File: src/rtl/sequence_generator_moore.sv
// Serial pattern transmitter: loads a PATTERN_W-bit word and shifts it out MSB-first,
// repeated max(repeat_in,1) times, with optional idle gaps between repeats.
module sequence_generator_moore #(
   parameter int   PATTERN_W  = 4,
   parameter int   CNT_W      = 8,
   parameter int   GAP_CYCLES = 0,
   parameter logic IDLE_LEVEL = 1'b0
) (
   input  logic                 clock,
   input  logic                 reset,
   input  logic                 start,
   input  logic [PATTERN_W-1:0] pattern_in,
   input  logic [CNT_W-1:0]     repeat_in,
   input  logic                 abort,
   output logic                 ready,
   output logic                 sequence_out,
   output logic                 out_valid,
   output logic                 last_bit,
   output logic                 done
);

   localparam int IDX_W = $clog2(PATTERN_W);
   localparam int GAP_W = (GAP_CYCLES > 1) ? $clog2(GAP_CYCLES) : 1;

   localparam logic [IDX_W-1:0] IDX_MSB  = IDX_W'(PATTERN_W - 1);
   localparam logic [IDX_W-1:0] IDX_ONE  = IDX_W'(1);
   localparam logic [GAP_W-1:0] GAP_LOAD = (GAP_CYCLES > 0) ? GAP_W'(GAP_CYCLES - 1) : '0;
   localparam logic [GAP_W-1:0] GAP_ONE  = GAP_W'(1);
   localparam logic [CNT_W-1:0] REP_ONE  = CNT_W'(1);

   typedef enum logic [1:0] {
      S_IDLE  = 2'd0,
      S_SHIFT = 2'd1,
      S_GAP   = 2'd2
   } state_t;

   state_t               state_q, state_d;
   logic [PATTERN_W-1:0] pat_q, pat_d;
   logic [IDX_W-1:0]     idx_q, idx_d;
   logic [CNT_W-1:0]     rep_q, rep_d;
   logic [GAP_W-1:0]     gap_q, gap_d;
   logic                 done_d, ready_d, valid_d, seq_d, last_d;

   // rep_q holds the repeats still to send, including the one in progress, so it
   // only ever counts down to one and cannot wrap.
   always_comb begin
      state_d = state_q;
      pat_d   = pat_q;
      idx_d   = idx_q;
      rep_d   = rep_q;
      gap_d   = gap_q;
      done_d  = 1'b0;
      case (state_q)
         S_IDLE: begin
            if (start && !abort) begin
               pat_d   = pattern_in;
               rep_d   = (repeat_in == '0) ? REP_ONE : repeat_in;
               idx_d   = IDX_MSB;
               state_d = S_SHIFT;
            end
         end
         S_SHIFT: begin
            if (abort) begin
               state_d = S_IDLE;
            end else if (idx_q != '0) begin
               idx_d = idx_q - IDX_ONE;
            end else if (rep_q == REP_ONE) begin
               state_d = S_IDLE;
               done_d  = 1'b1;
            end else begin
               rep_d = rep_q - REP_ONE;
               idx_d = IDX_MSB;
               if (GAP_CYCLES > 0) begin
                  state_d = S_GAP;
                  gap_d   = GAP_LOAD;
               end
            end
         end
         S_GAP: begin
            if (abort) begin
               state_d = S_IDLE;
            end else if (gap_q == '0) begin
               state_d = S_SHIFT;
            end else begin
               gap_d = gap_q - GAP_ONE;
            end
         end
         default: state_d = S_IDLE;
      endcase

      // Outputs are decoded from the next state so they can be registered and
      // still line up with the state they describe.
      ready_d = (state_d == S_IDLE);
      valid_d = (state_d == S_SHIFT);
      seq_d   = valid_d ? pat_d[idx_d] : IDLE_LEVEL;
      last_d  = valid_d && (idx_d == '0) && (rep_d == REP_ONE);
   end

   always_ff @(posedge clock or negedge reset) begin
      if (!reset) begin
         state_q      <= S_IDLE;
         pat_q        <= '0;
         idx_q        <= '0;
         rep_q        <= '0;
         gap_q        <= '0;
         ready        <= 1'b1;
         sequence_out <= IDLE_LEVEL;
         out_valid    <= 1'b0;
         last_bit     <= 1'b0;
         done         <= 1'b0;
      end else begin
         state_q      <= state_d;
         pat_q        <= pat_d;
         idx_q        <= idx_d;
         rep_q        <= rep_d;
         gap_q        <= gap_d;
         ready        <= ready_d;
         sequence_out <= seq_d;
         out_valid    <= valid_d;
         last_bit     <= last_d;
         done         <= done_d;
      end
   end

endmodule

File: config.mk
export PLATFORM = sky130hd
export DESIGN_NAME = sequence_generator_moore
export DESIGN_NICKNAME = d
export VERILOG_FILES = /design/src/rtl/sequence_generator_moore.sv
export SDC_FILE = /design/constraint.sdc
export NUM_CORES = 1
export LEC_CHECK = 0
export CAP_MARGIN = 20
export CORE_UTILIZATION = 45
export CTS_BUF_LIST = sky130_fd_sc_hd__clkbuf_8
export DETAILED_ROUTE_END_ITERATION = 16
export PLACE_DENSITY = 0.72
export SYNTH_ARGS = -nofsm -noshare
export SYNTH_HDL_FRONTEND = slang
export SYNTH_SLANG_ARGS = --single-unit
File: constraint.sdc
create_clock -name clock -period 2.25 [get_ports clock]
set_input_delay 0.675 -clock clock [delete_from_list [all_inputs] [get_ports clock]]
set_output_delay 0.675 -clock clock [all_outputs]
set_load 0.005 [all_outputs]
==> summary.txt <==
Final layout
  – Layout cells sized above 1: 0.348
  – Most frequent cells in the layout: buf_4, dfrtp_1, clkdlybuf4s50_1
  – Most common cell after layout, fill and taps aside: buf_4
  – Post-route insts no fill: 218
  – Post-layout net count: 206
  – Design Area, Final: 0.00187 mm²
  – Final core occ: 0.684
  – # diodes: 0
  – Area growth from synthesis to layout: 44.9%

Pwr
  – Leakage: 0.797 nW
  – Total power: 0.00126 W
  – Pwr dens: 675 mW/mm²
  – Worst vdd ir: 0.522 mV

Logic synthesis
  – Avg Inst Size Synth: 9.64 µm²
  – #FFs+latches synth: 21
  – Async SR Flop Fraction: 1.00
  – Syn nets: 152
  – Post-synth cell types: 49
  – Number of enable flip-flop cells after synthesis: 0
  – Cells after Synth: 134
  – Yosys warnings: 0
  – Post-synthesis sequential area ratio: 0.408
  – Netlist Area Pre-Place: 0.00129 mm²
  – Most used DFF post-synth: dfrtp_1

Drt
  – Via density: 6.08
  – Wirelength, routed: 3770 µm
  – ANT nets after route: 0
  – Routed wire per std cell: 17.3 µm
  – Initial drt markers: 71
  – Drt first pass iters: 4
  – DR vias: 1326
  – DRC viols: 0

Clocking
  – CTS H-tree depth: 1
  – CTS tree: done
  – Clk pin slew, worst setup/hold paths: 80 ps
  – Worst skew pair latency: 270 ps
  – CTS Root Cell: clkbuf_8
  – Clock Sinks: 21
  – Clk buf depth: 2
  – CTS buffer count: 3

Setup path
  – Startpoint Class: input port
  – Reg2reg setup slack: 40 ps
  – Worst r2r src: rep_q[1]
  – Worst Setup End Kind: flop
  – FF-to-FF End: last_bit
  – Worst setup path category: in2reg
  – Reg2Reg Depth: 8
  – Critical path required time: 2460 ps
  – Worst Path Max Fanout: 2
  – Critical path arrival: 2450 ps

Placed design
  – Placed wire-length estimate: 2750 µm
  – Area after DPL: 0.00174 mm²
  – Port buffer count: 20
  – Final GP Congestion: 0.967
  – Cells after DPL: 211

Global route
  – Total grt overflow: 0
  – Vias in the first global route: 1355
  – First-pass GRT wire length: 6180 µm
  – Initial antenna violation count: 0
  – Overall Global Routing Usage: 0.259
  – Largest net degree at the start of global routing: 22

Die
  – Die Wd: 55.6 µm
  – Die area: 0.00309 mm²
  – Initial core utilization: 0.472
  – Die Ht: 55.6 µm
  – Std-Cell Rows: 19
  – Core area: 0.00273 mm²
  – Top Ports: 21

Worst hold path
  – Endpoint, Worst Hold: pat_q[3]
  – HP Start: pat_q[3]
  – Hold Path Stages: 1
  – Hold crit path type: reg2reg

Timing
  – Fin crit period: 2240 ps
  – F_max: 446 MHz
  – Setup skew after layout: 2.97 ps
  – Fin crit share: 0.996
  – Slew Limit Fails: 0
  – Setup violators final: 0
  – Setup tns final: 0 ps
  – Hold Vio Cnt, Final: 0

Outcome
  – Status: finished, final reports clean

Flow run
  – Max cap viols: 0
[layer usage]
| layer | up-vias | routed length [µm] | track usage |
|---|---|---|---|
| met5 | - | 0 | 0 |
| met1 | 620 | 1480 | 0.320 |
| met4 | 0 | 144 | 0.0964 |
| li1 | 602 | - | - |
| met3 | 20 | 267 | 0.0328 |
| met2 | 84 | 1880 | 0.460 |
[area by class of cell]
cell class / instances / area, µm²
Tap cell: 31 / 38.8
Sequential cell: 21 / 527
Clock buffer: 3 / 41.3
Multi-Input combinational cell: 99 / 759
Timing Repair Buffer: 56 / 474
Inverter: 7 / 26.3
Clock inverter: 1 / 3.75
Fill cell: 216 / 863
[logic make-up after synthesis]
| kind of cell | Yosys count | share of synthesized area |
|---|---|---|
| buf+inv | 14 | 0.0494 |
| simple gates | 51 | 0.235 |
| mux | 7 | 0.0601 |
| flops | 21 | 0.408 |
| compound gates | 35 | 0.204 |
| fa+ha+maj | 2 | 0.0194 |
| other cells | 1 | 0.00290 |
| xor+xnor | 3 | 0.0204 |
[timing repair]
action	CTS	global route
pin swaps	4	4
resized for setup	8	9
cloned	0	0
buffers inserted	0	3
hold buffers	0	0
endpoints found under the setup margin	3	2
[worst max-delay path, cell delays in order]
cell             delay, ps
clkdlybuf4s50_1        420
or4_1                  520
or3_1                  320
a31oi_1                260
and4b_1                240
[power breakdown]
part	internal [W]	leakage (nW)	total [W]	switching, W
logic	0.000268	0.520	0.000522	0.000254
registers	0.000443	0.249	0.000488	0.0000443
clock network	0.000122	0.0269	0.000254	0.000132
[state kept, by name, indices dropped and copies added (netlist names)]
register and flops:
rep_q 8, state_q 2, last_bit 1, pat_q 4, ready 1, done 1
out_valid 1, idx_q 2, sequence_out 1
[metrics by stage]
step | hold WS (ps) | worst slack (ps)
after floorplan | 379 | 4.13
after detailed placement | 483 | -542
after CTS | 501 | 27.8
final | 497 | 9.17
after global routing | 526 | -12.9
after global placement | 478 | -487
[synth_stat cells (2+ instances only)]
library cell | n | area, µm²
clkbuf_1 | 3 | 11.3
a22oi_1 | 2 | 15.0
dfrtp_1 | 20 | 500
a21oi_1 | 6 | 30.0
inv_1 | 7 | 26.3
nor4_1 | 3 | 18.8
mux2_2 | 6 | 67.6
a31oi_1 | 2 | 12.5
ha_1 | 2 | 25.0
o21ai_0 | 10 | 50.1
nand3_1 | 3 | 15.0
nand2_1 | 8 | 30.0
and3_1 | 2 | 12.5
o211ai_1 | 2 | 15.0
nor3_1 | 4 | 20.0
or3_1 | 3 | 18.8
buf_2 | 3 | 15.0
a21o_1 | 2 | 15.0
nor2_1 | 8 | 30.0
nor2b_1 | 2 | 12.5
nor3b_1 | 2 | 15.0
or4_1 | 3 | 22.5
nand2b_1 | 4 | 25.0
xor2_1 | 2 | 17.5
[worst max path at each step]
stage                      start       end  slack, ps  cells past startpoint
floorplan                  abort  last_bit          4                      6
global route               abort  last_bit        -10                      6
global placement           abort  last_bit       -490                      6
finish              repeat_in[1]  last_bit          9                      5
detailed placement         abort  last_bit       -540                      6
CTS                        abort  last_bit         30                      6
Power figures use the tool's default switching activity.
